==> src/rtl/tx_pkg.sv <==
// Shared types and helpers for the transmitter scheduler: state encoding,
// default word width, frame length derivation and a ceil-log2 helper.
package tx_pkg;

  typedef enum logic [1:0] {StIdle, StStart, StWait, StGap} state_e;

  localparam int unsigned DefBitLen = 7;

  // Start + parity + stop framing plus one turnaround cycle around the data bits.
  function automatic int unsigned frame_cycles(input int unsigned bit_len);
    return bit_len + 4;
  endfunction

  function automatic int unsigned clog2(input int unsigned v);
    int unsigned r;
    r = 0;
    for (int unsigned p = 1; p < v; p = p << 1) r++;
    return r;
  endfunction

endpackage

==> src/rtl/tx_scheduler_if.sv <==
// Client-side bundle of the scheduler: requests and words in, acks, frame
// completion and the serializer drive out.
interface tx_scheduler_if import tx_pkg::*; #(
  parameter int unsigned N_REQ   = 4,
  parameter int unsigned BIT_LEN = DefBitLen
);
  localparam int unsigned IdxW = clog2(N_REQ);

  logic [N_REQ-1:0]         req;
  logic [N_REQ*BIT_LEN-1:0] data_in;
  logic [N_REQ-1:0]         ack;
  logic [N_REQ-1:0]         done;
  logic                     tx_start;
  logic [BIT_LEN-1:0]       tx_data;
  logic                     busy;
  logic [IdxW-1:0]          grant_id;

  modport master (
    output req, data_in,
    input  ack, done, tx_start, tx_data, busy, grant_id
  );

  modport slave (
    input  req, data_in,
    output ack, done, tx_start, tx_data, busy, grant_id
  );

endinterface

==> src/rtl/rr_arbiter.sv <==
// Combinational round-robin pick: first set request at or after ptr_i,
// wrapping modulo N_REQ.
module rr_arbiter import tx_pkg::*; #(
  parameter int unsigned N_REQ = 4,
  localparam int unsigned IdxW = clog2(N_REQ)
) (
  input  logic [N_REQ-1:0] req_i,
  input  logic [IdxW-1:0]  ptr_i,
  output logic [N_REQ-1:0] gnt_o,
  output logic [IdxW-1:0]  idx_o,
  output logic             valid_o
);

  logic [IdxW-1:0] cand;

  always_comb begin
    gnt_o   = '0;
    idx_o   = '0;
    valid_o = 1'b0;
    cand    = '0;
    for (int unsigned i = 0; i < N_REQ; i++) begin
      cand = IdxW'((32'(ptr_i) + i) % N_REQ);
      if (!valid_o && req_i[cand]) begin
        valid_o = 1'b1;
        idx_o   = cand;
      end
    end
    if (valid_o) gnt_o[idx_o] = 1'b1;
  end

endmodule

==> src/rtl/tx_scheduler.sv <==
// Shares one serial transmitter among N_REQ clients: round-robin grant, word
// latch, one-cycle start pulse, frame timing and an enforced inter-frame gap.
module tx_scheduler import tx_pkg::*; #(
  parameter int unsigned N_REQ        = 4,
  parameter int unsigned BIT_LEN      = DefBitLen,
  parameter int unsigned FRAME_CYCLES = frame_cycles(BIT_LEN),
  parameter int unsigned GAP_CYCLES   = 1
) (
  input  logic           clk,
  input  logic           rstn,
  tx_scheduler_if.slave  bus
);

  localparam int unsigned IdxW   = clog2(N_REQ);
  localparam int unsigned CntMax = (FRAME_CYCLES > GAP_CYCLES) ? FRAME_CYCLES : GAP_CYCLES;
  localparam int unsigned CntW   = clog2(CntMax + 1);
  localparam logic [CntW-1:0] FrameLast = CntW'(FRAME_CYCLES - 1);
  localparam logic [CntW-1:0] GapLast   = CntW'((GAP_CYCLES == 0) ? 0 : GAP_CYCLES - 1);

  state_e             state_q, state_d;
  logic [CntW-1:0]    cnt_q, cnt_d;
  logic [IdxW-1:0]    rr_ptr_q, rr_ptr_d;
  logic [N_REQ-1:0]   ack_q, ack_d;
  logic [N_REQ-1:0]   done_q, done_d;
  logic               tx_start_q, tx_start_d;
  logic [BIT_LEN-1:0] tx_data_q, tx_data_d;
  logic               busy_q, busy_d;
  logic [IdxW-1:0]    grant_id_q, grant_id_d;

  logic [N_REQ-1:0]   arb_gnt;
  logic [IdxW-1:0]    arb_idx;
  logic               arb_valid;

  rr_arbiter #(
    .N_REQ (N_REQ)
  ) u_arb (
    .req_i   (bus.req),
    .ptr_i   (rr_ptr_q),
    .gnt_o   (arb_gnt),
    .idx_o   (arb_idx),
    .valid_o (arb_valid)
  );

  always_comb begin
    state_d    = state_q;
    cnt_d      = cnt_q;
    rr_ptr_d   = rr_ptr_q;
    ack_d      = '0;
    done_d     = '0;
    tx_start_d = 1'b0;
    tx_data_d  = tx_data_q;
    grant_id_d = grant_id_q;
    unique case (state_q)
      StIdle: begin
        if (arb_valid) begin
          tx_data_d  = bus.data_in[32'(arb_idx) * BIT_LEN +: BIT_LEN];
          grant_id_d = arb_idx;
          ack_d      = arb_gnt;
          tx_start_d = 1'b1;
          rr_ptr_d   = IdxW'((32'(arb_idx) + 32'd1) % N_REQ);
          state_d    = StStart;
        end
      end
      StStart: begin
        cnt_d   = '0;
        state_d = StWait;
      end
      StWait: begin
        if (cnt_q == FrameLast) begin
          done_d[grant_id_q] = 1'b1;
          cnt_d              = '0;
          state_d            = (GAP_CYCLES == 0) ? StIdle : StGap;
        end else begin
          cnt_d = cnt_q + 1'b1;
        end
      end
      StGap: begin
        if (cnt_q == GapLast) begin
          cnt_d   = '0;
          state_d = StIdle;
        end else begin
          cnt_d = cnt_q + 1'b1;
        end
      end
      default: state_d = StIdle;
    endcase
    // busy is registered, so it follows the state being entered.
    busy_d = (state_d != StIdle);
  end

  always_ff @(posedge clk or negedge rstn) begin
    if (!rstn) begin
      state_q    <= StIdle;
      cnt_q      <= '0;
      rr_ptr_q   <= '0;
      ack_q      <= '0;
      done_q     <= '0;
      tx_start_q <= 1'b0;
      tx_data_q  <= '0;
      busy_q     <= 1'b0;
      grant_id_q <= '0;
    end else begin
      state_q    <= state_d;
      cnt_q      <= cnt_d;
      rr_ptr_q   <= rr_ptr_d;
      ack_q      <= ack_d;
      done_q     <= done_d;
      tx_start_q <= tx_start_d;
      tx_data_q  <= tx_data_d;
      busy_q     <= busy_d;
      grant_id_q <= grant_id_d;
    end
  end

  assign bus.ack      = ack_q;
  assign bus.done     = done_q;
  assign bus.tx_start = tx_start_q;
  assign bus.tx_data  = tx_data_q;
  assign bus.busy     = busy_q;
  assign bus.grant_id = grant_id_q;

endmodule

==> src/flat_wrapper.sv <==
// flat-port wrapper written by rule: the top's interface ports become plain ports
module tx_scheduler_flat import tx_pkg::*;
#(
  parameter int unsigned N_REQ        = 4,
  parameter int unsigned BIT_LEN      = DefBitLen,
  parameter int unsigned FRAME_CYCLES = frame_cycles(BIT_LEN),
  parameter int unsigned GAP_CYCLES   = 1
)
  (clk, rstn, bus_req, bus_data_in, bus_ack, bus_done, bus_tx_start, bus_tx_data, bus_busy, bus_grant_id);
  tx_scheduler_if #(.N_REQ(N_REQ), .BIT_LEN(BIT_LEN)) bus_i ();
  input  logic clk;
  input  logic rstn;
  input wire logic [$bits(bus_i.req)-1:0] bus_req;
  input wire logic [$bits(bus_i.data_in)-1:0] bus_data_in;
  output wire logic [$bits(bus_i.ack)-1:0] bus_ack;
  output wire logic [$bits(bus_i.done)-1:0] bus_done;
  output wire logic [$bits(bus_i.tx_start)-1:0] bus_tx_start;
  output wire logic [$bits(bus_i.tx_data)-1:0] bus_tx_data;
  output wire logic [$bits(bus_i.busy)-1:0] bus_busy;
  output wire logic [$bits(bus_i.grant_id)-1:0] bus_grant_id;
  assign bus_i.req = bus_req;
  assign bus_i.data_in = bus_data_in;
  assign bus_ack = bus_i.ack;
  assign bus_done = bus_i.done;
  assign bus_tx_start = bus_i.tx_start;
  assign bus_tx_data = bus_i.tx_data;
  assign bus_busy = bus_i.busy;
  assign bus_grant_id = bus_i.grant_id;
  tx_scheduler #(.N_REQ(N_REQ), .BIT_LEN(BIT_LEN), .FRAME_CYCLES(FRAME_CYCLES), .GAP_CYCLES(GAP_CYCLES)) u_core (.clk(clk), .rstn(rstn), .bus(bus_i));
endmodule
==> config.mk <==
export PLATFORM = sky130hd
export DESIGN_NAME = tx_scheduler_flat
export DESIGN_NICKNAME = d
export VERILOG_FILES = /design/src/rtl/tx_pkg.sv /design/src/rtl/tx_scheduler_if.sv /design/src/rtl/rr_arbiter.sv /design/src/rtl/tx_scheduler.sv /design/src/flat_wrapper.sv
export SDC_FILE = /design/constraint.sdc
export NUM_CORES = 1
export LEC_CHECK = 0
export BUFFER_PORTS_ARGS = -buffer_cell sky130_fd_sc_hd__buf_2
export CAP_MARGIN = 20
export CORE_AREA = 5 5 77 51
export DETAILED_ROUTE_END_ITERATION = 12
export DIE_AREA = 0 0 82 56
export HOLD_SLACK_MARGIN = 0.05
export PLACE_DENSITY = 0.84
export SYNTH_ARGS = -nofsm -noshare
export SYNTH_HDL_FRONTEND = slang
export SYNTH_SLANG_ARGS = --single-unit
==> constraint.sdc <==
create_clock -name clk -period 1.85 [get_ports clk]
set_input_delay 0.0925 -clock clk [delete_from_list [all_inputs] [get_ports clk]]
set_output_delay 0.0925 -clock clk [all_outputs]
set_load 0.01 [all_outputs]
==> results.toml <==
[drt]
drt_pre_antenna_iters = 4
ant_nets = 0
num_vias = 1246
drt-total-wl_microns = 3300
avgViaCountPerCell = 5.257
wl_per_cell_microns = 13.92
drt-initial-drc-count = 108
route.detailed.drc = 0

[placement]
port_buffers = 52
routabilityCongestion = 0.8223
hpwlAfterDp_microns = 2611
placed_area_sq_um = 1725

[cells_and_area]
final_cell_mix = "buf_2, dfrtp_1, nand2_1"
fillers = 312
area_growth_pct = 24.37
layout_commonest_cell = "buf_2"
layout-drive-gt1-share = 0.3698
multi_input_area_sq_um = 699.4
n_antenna_cell = 0
final_cell_area_sq_um = 1782
regArea_sq_um = 675.6
layout.nets = 230

[pwr]
p_leak_nw = 0.9224
p_per_area_nw_per_um2 = 1354
max-vdd-ir-drop_uv = 862.5

[sta]
maxSlewViolCount = 0
rsz0062_at_grt = "false"
worst_slew_pin_slew_ps = 602.3
max_slew_margin = 0.5984
fin_crit_ps = 1695
clock_skew_ps = 8.342
hold_viol = 0
fmax_mhz = 590.1
fin_setup_tns_ps = 0
fin_crit_sh = 0.9160
setup_violations = 0

[synth]
syn_inst = 137
synth_top_area_share = 0.4716
syn_area_per_cell_sq_um = 10.46
synth_nets = 174
synthesis.area_sq_um = 1433
ys_ff_latch = 27
ys_warn_count = 0
synthTopCellsByArea = "dfrtp_1, mux2i_1, o211ai_1"
ys_seq_area_frac = 0.4716
yosys.area.top_type = "dfrtp_1"
synth.distinct_cells = 35

[setup_path]
worstPathRequired_ps = 2000
critPathArrivalTime_ps = 1840
cp_max_fo = 16
reg2reg_depth = 5
crit_path_end_kind = "flip-flop"
worst_setup_path_start_kind = "flip-flop"
critPathKind = "flip-flop to flip-flop"

[clock_tree]
cts_max_level = 1
cts-root-buf = "clkbuf_8"
postCtsHoldBufs = 1
clk_latency_ps = 270
cts_tree = "built"
path_clk_slew_ps = 90
cts.path.max_buffers = 2
post_cts_resized = 0
cts_made_buffers = 3
postCtsSetupRepairBufs = 0
clock_sinks = 27

[global_route]
grt_overflow = 0
grt_first_pass_wirelength_microns = 5589
grt_pass1_vias = 1198
grt_max_degree = 28
grt_usage = 0.1536
antenna_found_initial = 0

[die]
rows = 16
die_h_microns = 56
core-area_sq_um = 3123
fp.dieArea_sq_um = 4592
io_pins = 53
start_util = 0.4587
die_x_microns = 82

[hold_path]
holdPathStages = 3
hp-class = "input pin to flip-flop"

[status]
status = "complete, no violations"

[job]
max-cap-violations = 0
critical path, cell delays in order, from the launching register on:
cell and delay [ps]:
dfrtp_1 470, nand2b_1 180, a21o_1 350, and3_2 290, o21ai_0 160, o211ai_1 110
power by group:
group	leakage [nW]	switching, W	internal, W
Combinational	0.555	0.000585	0.000489
Clock	0.0255	0.000175	0.000151
Sequential	0.342	0.000218	0.000794
Total	0.922	0.000978	0.00143
final cells by class:
cell class,count,share of cell area
clock inverters,1,0.002809
inverters,7,0.01475
repair buffers,54,0.1559
well taps,45,0.03160
clock buffers,3,0.02317
flip-flops and latches,27,0.3792
multi-input cells,100,0.3926
cell families (layout without fill, tap and decap cells):
logic type	Yosys count	count (layout)	share of synthesized area
and+or+nand+nor	48	48	0.1965
AOI/OAI and AO/OA	40	40	0.2035
DFF	27	27	0.4716
buffers and inverters	10	65	0.04017
muxes	8	8	0.05590
adders and majority gates	3	3	0.02620
xor gates and xnor gates	1	1	0.006115
flip-flops by register name, summed over array words and instances, names as in the netlist:
signal	count
u_core.cnt_q	4
u_core.bus.done	4
u_core.bus.grant_id	2
u_core.bus.ack	4
u_core.rr_ptr_q	2
u_core.bus.busy	1
u_core.state_q	2
u_core.bus.tx_data	7
u_core.bus.tx_start	1
cell usage after synthesis, drive strengths merged:
library cell	count
nor2	7
a211oi	1
xnor2	1
o211ai	9
nand3	1
ha	3
nand4	1
a21oi	1
mux2i	8
nand3b	1
nor3b	3
and3b	1
inv	7
and2	3
and3	8
o22ai	2
a21o	4
a21boi	7
nand2	15
a211o	1
nand2b	2
a2bb2oi	1
dfrtp	27
buf	3
nor3	6
o21ai	13
a31oi	1
stage by stage:
| stage | instances | utilization | setup WS [ps] | total power (W) | hold WS [ps] |
|---|---|---|---|---|---|
| 6_report | 237 | 0.5705 | 155.3 | 0.002412 | 130.6 |
| 5_1_grt | 237 | 0.5705 | 21.93 | 0.002617 | 129.1 |
| 4_1_cts | 237 | 0.5705 | 163.8 | 0.002424 | 132.7 |
| 3_5_place_dp | 232 | 0.5525 | 170.5 | 0.002102 | 127.8 |
| 3_3_place_gp | 232 | 0.5525 | 208.6 | 0.002054 | 123.1 |
| 2_1_floorplan | 137 | - | 376.7 | 0.001769 | -203.1 |
per-layer routing:
layer | global-route usage | part of all wire | vias up
met3 | 0.03883 | 0.086 | 2
met5 | 0 | 0 | -
met2 | 0.2278 | 0.43 | 51
li1 | - | - | 609
met1 | 0.2228 | 0.47 | 584
met4 | 0.03555 | 0.0088 | 0
worst paths after layout:
kind / from / end / slack [ps]
worst max-delay path: u_core.rr_ptr_q[1]$_DFFE_PN0P_ / u_core.bus.tx_data[6]$_DFFE_PN0P_ / 160
worst min register to register: u_core.bus.tx_data[3]$_DFFE_PN0P_ / u_core.bus.tx_data[3]$_DFFE_PN0P_ / 520
worst max register to register: u_core.rr_ptr_q[1]$_DFFE_PN0P_ / u_core.bus.tx_data[6]$_DFFE_PN0P_ / 160
min in group asynchronous: rstn / u_core.bus.tx_start$_DFF_PN0_ / 350
worst min-delay path: bus_data_in[9] / u_core.bus.tx_data[2]$_DFFE_PN0P_ / 130
max in group asynchronous: rstn / u_core.bus.grant_id[0]$_DFFE_PN0P_ / 1100
No activity file was read; power rests on OpenSTA's default activity.
